==> src/rtl/rca_pipe.sv <==
// Elastic ripple-carry add/sub: STAGES-deep, one WIDTH/STAGES-bit carry chunk per stage.
// Result valid STAGES cycles after presentation; per-stage ready chain gives 1 beat/cycle and collapses bubbles under stall.
module rca_pipe #(
  parameter int WIDTH  = 32,
  parameter int STAGES = 4
) (
  input  logic             clk,
  input  logic             rst_n,
  input  logic             in_valid,
  output logic             in_ready,
  input  logic [WIDTH-1:0] a,
  input  logic [WIDTH-1:0] b,
  input  logic             cin,
  input  logic             sub,
  output logic             out_valid,
  input  logic             out_ready,
  output logic [WIDTH-1:0] sum,
  output logic             cout,
  output logic             ovf
);

  localparam int C = WIDTH / STAGES;

  logic [STAGES:0]   rdy;
  logic [STAGES-1:0] vld;

  assign rdy[STAGES] = out_ready;
  assign in_ready    = rdy[0];
  assign out_valid   = vld[STAGES-1];

  genvar k;
  for (k = 0; k < STAGES; k++) begin : g_stg
    // RIN operand bits still unconsumed on entry; DW result bits finished on exit
    localparam int RIN = WIDTH - k * C;
    localparam int DW  = (k + 1) * C;

    logic [RIN-1:0] a_in;
    logic [RIN-1:0] b_in;
    logic           c_in;
    logic           v_in;
    logic [C:0]     add;
    logic [DW-1:0]  s_nx;
    logic [DW-1:0]  s_q;
    logic           c_q;
    logic           v_q;

    if (k == 0) begin : g_src
      assign a_in = a;
      assign b_in = sub ? ~b : b;
      assign c_in = sub | cin;
      assign v_in = in_valid;
      assign s_nx = add[C-1:0];
    end else begin : g_src
      assign a_in = g_stg[k-1].g_fwd.a_q;
      assign b_in = g_stg[k-1].g_fwd.b_q;
      assign c_in = g_stg[k-1].c_q;
      assign v_in = vld[k-1];
      assign s_nx = {add[C-1:0], g_stg[k-1].s_q};
    end

    assign add    = {1'b0, a_in[C-1:0]} + {1'b0, b_in[C-1:0]} + {{C{1'b0}}, c_in};
    assign rdy[k] = ~v_q | rdy[k+1];
    assign vld[k] = v_q;

    always_ff @(posedge clk or negedge rst_n) begin
      if (!rst_n) begin
        v_q <= 1'b0;
        s_q <= '0;
        c_q <= 1'b0;
      end else if (rdy[k]) begin
        v_q <= v_in;
        if (v_in) begin
          s_q <= s_nx;
          c_q <= add[C];
        end
      end
    end

    if (k < STAGES - 1) begin : g_fwd
      logic [RIN-C-1:0] a_q;
      logic [RIN-C-1:0] b_q;

      always_ff @(posedge clk or negedge rst_n) begin
        if (!rst_n) begin
          a_q <= '0;
          b_q <= '0;
        end else if (rdy[k] && v_in) begin
          a_q <= a_in[RIN-1:C];
          b_q <= b_in[RIN-1:C];
        end
      end
    end else begin : g_last
      logic ovf_q;
      // carry into the MSB is recovered from the MSB sum bit and its addends
      logic msb_cin;
      assign msb_cin = a_in[C-1] ^ b_in[C-1] ^ add[C-1];

      always_ff @(posedge clk or negedge rst_n) begin
        if (!rst_n) begin
          ovf_q <= 1'b0;
        end else if (rdy[k] && v_in) begin
          ovf_q <= msb_cin ^ add[C];
        end
      end
    end
  end

  assign sum  = g_stg[STAGES-1].s_q;
  assign cout = g_stg[STAGES-1].c_q;
  assign ovf  = g_stg[STAGES-1].g_last.ovf_q;

endmodule
==> config.mk <==
export PLATFORM = sky130hd
export DESIGN_NAME = rca_pipe
export DESIGN_NICKNAME = d
export VERILOG_FILES = /design/src/rtl/rca_pipe.sv
export SDC_FILE = /design/constraint.sdc
export NUM_CORES = 1
export LEC_CHECK = 0
export ABC_AREA = 1
export CAP_MARGIN = 40
export CORE_ASPECT_RATIO = 1.1
export CORE_MARGIN = 2
export CORE_UTILIZATION = 50
export DETAILED_ROUTE_END_ITERATION = 16
export GPL_ROUTABILITY_DRIVEN = 0
export HOLD_SLACK_MARGIN = 0.02
export PLACE_DENSITY = 0.76
export SKIP_LAST_GASP = 1
export SLEW_MARGIN = 20
export SYNTH_ARGS = -nofsm -noshare
export SYNTH_HDL_FRONTEND = slang
export SYNTH_SLANG_ARGS = --single-unit
==> constraint.sdc <==
create_clock -name clk -period 1.9 [get_ports clk]
set_clock_uncertainty 0.1 [all_clocks]
set_input_delay 0.19 -clock clk [delete_from_list [all_inputs] [get_ports clk]]
set_output_delay 0.19 -clock clk [all_outputs]
set_load 0.05 [all_outputs]
## Word level (Yosys, flattened, before mapping)

Cells that the tools add are included.

| storage, ports and cells | value |
|---|---|
| word-level logic and storage cells | 49 |
| register bits after elaboration | 185 |
| bits of input ports | 70 |
| output and inout bits | 36 |

| cells by class | value |
|---|---|
| muxes and demuxes | 1 |
| $add $sub $neg | 8 |
| reduce and logical (&&, ||, !) cells | 8 |
| bitwise logic cells | 13 |

Operator list:

| operator | count |
|---|---|
| $add 8x8->9 | 4 |
| $add 9x1->9 | 4 |
| $mux 32 | 1 |
| $not 32->32 | 1 |
| $reduce_and 2->1 | 4 |
| $or 1x1->1 | 5 |
| $logic_and 1x1->1 | 4 |
| $not 1->1 | 4 |
| $xor 1x1->1 | 3 |

## Longest topological paths before layout

| depth | value |
|---|---|
| depth after elaboration | 6 |
| depth in mapped cells | 12 |
| gate-level depth less buffers | 10 |

## Worst setup path after synthesis

OpenSTA, ideal clock, no wires.

| timing path | value |
|---|---|
| path kind | input to register |
| start | in sub |
| end | reg g_stg[0].s_q[4] |
| slack | -197 ps |
| required time | 1717 ps |
| buffers on the path | 2 |
| data arrival time | 1914 ps |
| library setup time | 83 ps |
| stages | 11 |
| cells stage by stage | buf_2 > buf_2 > or2_2 > fa_1 > inv_1 > fa_1 > inv_1 > nand3_1 > nand3_1 > xnor2_1 > o21ai_0 |

| on the way | value |
|---|---|
| word-level cells in the longest chain between the ends | 3 |
| elaborated cells on any way between the ends | 4 |
| classes of those cells | add/sub: 2; mux: 1; bitwise: 1 |

RTL lines:

| element | line | RTL |
|---|---|---|
| from (decl) | 14 | `input logic sub,` |
| $mux 32 | 49 | `assign b_in = sub ? ~b : b;` |
| $add 8x8->9 | 61 | `assign add = {1'b0, a_in[C-1:0]} + {1'b0, b_in[C-1:0]} + {{C{1'b0}}, c_in};` |
| $add 9x1->9 * | 61 |  |
| to (signal assigned) | 73 | `s_q <= s_nx;` |
| to (decl) | 43 | `logic [DW-1:0] s_q;` |

Mark *: on every way between the ends. The rest lies on a longest branch, timed or not.
A chain may end at the register's enable or synchronous reset.

## Worst setup path in the final report

| timing path | value |
|---|---|
| start | reg g_stg[2].g_fwd.a_q[0] |
| end | reg g_stg[3].s_q[28], in the netlist sum[28] |

| on the way | value |
|---|---|
| word-level cells in the longest chain between the ends | 2 |

RTL lines:

| element | line | RTL |
|---|---|---|
| from (decl) | 80 | `logic [RIN-C-1:0] a_q;` |
| from (signal assigned) | 88 | `a_q <= a_in[RIN-1:C];` |
| $add 8x8->9 | 61 |  |
| $add 9x1->9 | 61 |  |
| to (signal assigned) | 73 |  |
| to (decl) | 43 |  |

Every way passes these cells.

==> flow_summary.yaml <==
critical_path:
  endpoint: "sum[28]"
  startpoint_type: "register"
  r2r-start: "g_stg[2].g_fwd.a_q[0]"
  endpoint_kind: "register"
  path_cells: "fa_2 -> fa_2 -> nand2_2 -> nand2_2 -> nand2_2 -> buf_4 -> xor2_1 -> o21ai_1"
  reg2reg_depth: 8
  cp_num_buf_inv: 1
  crit_family: "adder cells"
  crit_fanout: 3
  crit_type: "reg2reg"
  cp.arrival_ps: 2190
  cp_common_cell: "nand2_2"
  cp.depth: 8
  worst-r2r-setup-slack_ps: -80
  r2r-end: "sum[28]"
  crit_start: "g_stg[2].g_fwd.a_q[0]"
  slowest_stage: "fa_2"
  max_stage_delay_ps: 410
  worstPathRequired_ps: 2120
synthesis:
  ys_seq_area_frac: 0.536
  syn_avg_cell_area_um2: 8.60
  netlist_instances: 1004
  synth_area_um2: 8630
  yosys-top-cells-area: "dfrtp_1 (54%), nand2_1 (19%), o21ai_0 (4.8%)"
  syn_nets: 1110
  synth_cell_type_count: 27
  synth_seq_cells: 185
  yosysTopAreaCell: "dfrtp_1"
  ys_warn_count: 0
  synth_top_area_share: 0.536
timing:
  finalCriticalPeriod_ps: 1980
  slew_headroom: 0.662
  max_freq_ghz: 0.506
  setup_ws_ps: -75.5
  rsz0062_at_grt: "yes"
  fin_tns_setup_ps: -76.9
  fin_crit_sh: 1.04
  tightest_slew_ps: 506
  maxSlewViolCount: 0
  hold_viol: 0
  setup_viol: 2
routing:
  wl_per_cell_um: 12.7
  vias: 6552
  dr.pass1.iters: 5
  wl_um: 17400
  drt-vias-per-instance: 4.78
  drt_iter0_drc: 465
  drc: 0
  final_antenna_net_count: 0
power:
  p_switching_mw: 5.85
  netSwitchingFraction: 0.386
  power_mw: 15.2
  power.internal_mw: 9.33
  pwr-share-clk: 0.241
  combPwrFrac: 0.371
  ir_worst_vdd_v: 0.000792
  leakage_nw: 5.60
  sequentialPowerShare: 0.387
  power_density_nw_per_um2: 1400
clock_network:
  clock_path_buffers: 2
  cts_tree: "yes"
  clkLatencyLatePin_ps: 430
  h-tree-depth: 4
  cts_buffers: 17
  clock_sinks: 185
  clk_pin_slew_ps: 70
  cts_root_buffer: "clkbuf_16"
placement:
  dp_slack_ps: -296
  port_buffers: 105
  hpwl_um: 12500
die:
  die_h_um: 142
  die_area_um2: 18300
  die_x_um: 129
  initial_core_util: 0.509
  num_rows: 50
  core_um2: 17000
  ioPinCount: 106
worst_hold_path:
  hold_path_class: "in2async"
layout:
  multi_input_area_um2: 3580
  syn_to_final_growth_pct: 25.2
  ff_latch_area_um2: 4630
  layout-drive-gt1-share: 0.106
  num-nets-final: 1229
  final_util: 0.637
  antenna_cells: 0
  fillerInstances: 1452
global_routing:
  grt_pass1_wl_um: 30000
  grt_overflow: 0
  grt_pass1_vias: 6326
  grt_max_degree: 67
  grtUsageTotal: 0.205
  antenna_found_initial: 0
outcome:
  violations: "setup timing"
  status: "finished with violations"
run:
  cap_violations: 0
-- metal layers --
layer | global-route usage | wire [um]
met1 | 0.289 | 8410
met2 | 0.320 | 8070
met3 | 0.0437 | 690
met4 | 0.0635 | 258
met5 | 0 | 0
-- worst min-delay path by stage --
stage,to,startpoint,cells past startpoint
2_1_floorplan,cout,rst_n,0
3_3_place_gp,g_stg[0].c_q,rst_n,1
3_5_place_dp,g_stg[0].c_q,rst_n,1
4_1_cts,g_stg[1].g_fwd.b_q[13],rst_n,2
5_1_grt,g_stg[1].g_fwd.b_q[12],rst_n,2
6_report,g_stg[1].g_fwd.b_q[13],rst_n,2
-- cell usage after synthesis (all sizes together) --
| cell | n |
|---|---|
| o21ai | 97 |
| dfrtp | 185 |
| and2 | 1 |
| ha | 28 |
| nand3b | 8 |
| inv | 76 |
| nor2 | 25 |
| nand4 | 6 |
| fa | 8 |
| buf | 28 |
| a21oi | 15 |
| or2 | 5 |
| clkbuf | 12 |
| xor2 | 10 |
| nand2 | 440 |
| nand3 | 26 |
| o22ai | 4 |
| xnor2 | 30 |
-- state kept, by name (all words and copies together), names as in the netlist --
register	flops
g_stg.v_q	3
sum	32
g_stg.g_fwd.a_q	48
g_stg.g_fwd.b_q	48
ovf	1
cout	1
g_stg.c_q	3
out_valid	1
g_stg.s_q	48
-- stage by stage --
step	std cells	area (um2)	hold slack, ps
after floorplan	1004	8670	-206
after global placement	1332	10100	-52.2
after detailed placement	1332	10100	-50.4
after CTS	1368	10700	49.2
after global routing	1370	10800	70.0
final	1370	10800	66.0
-- area by class of cell --
type                            instances  area share
Tap cell                              234      0.0271
Clock buffer                           17      0.0394
Timing Repair Buffer                  140       0.130
Clock inverter                         15      0.0174
Sequential cell                       185       0.428
Inverter                               76      0.0264
Multi-Input combinational cell        703       0.331
-- cell families (layout without fill, tap and decap cells) --
kind of cell / Yosys count / in the layout / share of synthesized area
DFF: 185 / 185 / 0.536
buffers and inverters: 116 / 248 / 0.0599
adders and majority gates: 36 / 36 / 0.0591
and+or+nand+nor: 511 / 511 / 0.236
AOI/OAI and AO/OA: 116 / 116 / 0.0678
xor gates and xnor gates: 40 / 40 / 0.0406
-- power by group through the flow --
| stage | Sequential, mW | Combinational [mW] | Clock (mW) |
|---|---|---|---|
| finish | 5.88 | 5.64 | 3.66 |
| global route | 6.03 | 6.29 | 3.92 |
| CTS | 5.88 | 5.60 | 3.74 |
| detailed placement | 5.95 | 5.57 | 0 |
| global placement | 5.89 | 5.43 | 0 |
| floorplan | 6.89 | 2.77 | 0 |
-- cells in the final DEF, fill, tap and decap left out, types with 17 or more instances in the layout --
cell,count
nor2_1,17
buf_4,36
inv_1,70
nand3_1,20
clkdlybuf4s50_1,67
o21ai_0,78
xnor2_1,30
o21ai_1,19
clkbuf_16,17
nand2_1,435
dfrtp_1,185
ha_1,28
-- what timing repair did --
item,4_1_cts,5_1_grt
pin swaps,3,9
hold buffers,1,0
gates resized for setup,23,24
buffers inserted,3,2
hold endpoints to repair,185,0
setup endpoints to repair,26,21
(Power assumes the default switching activity.)
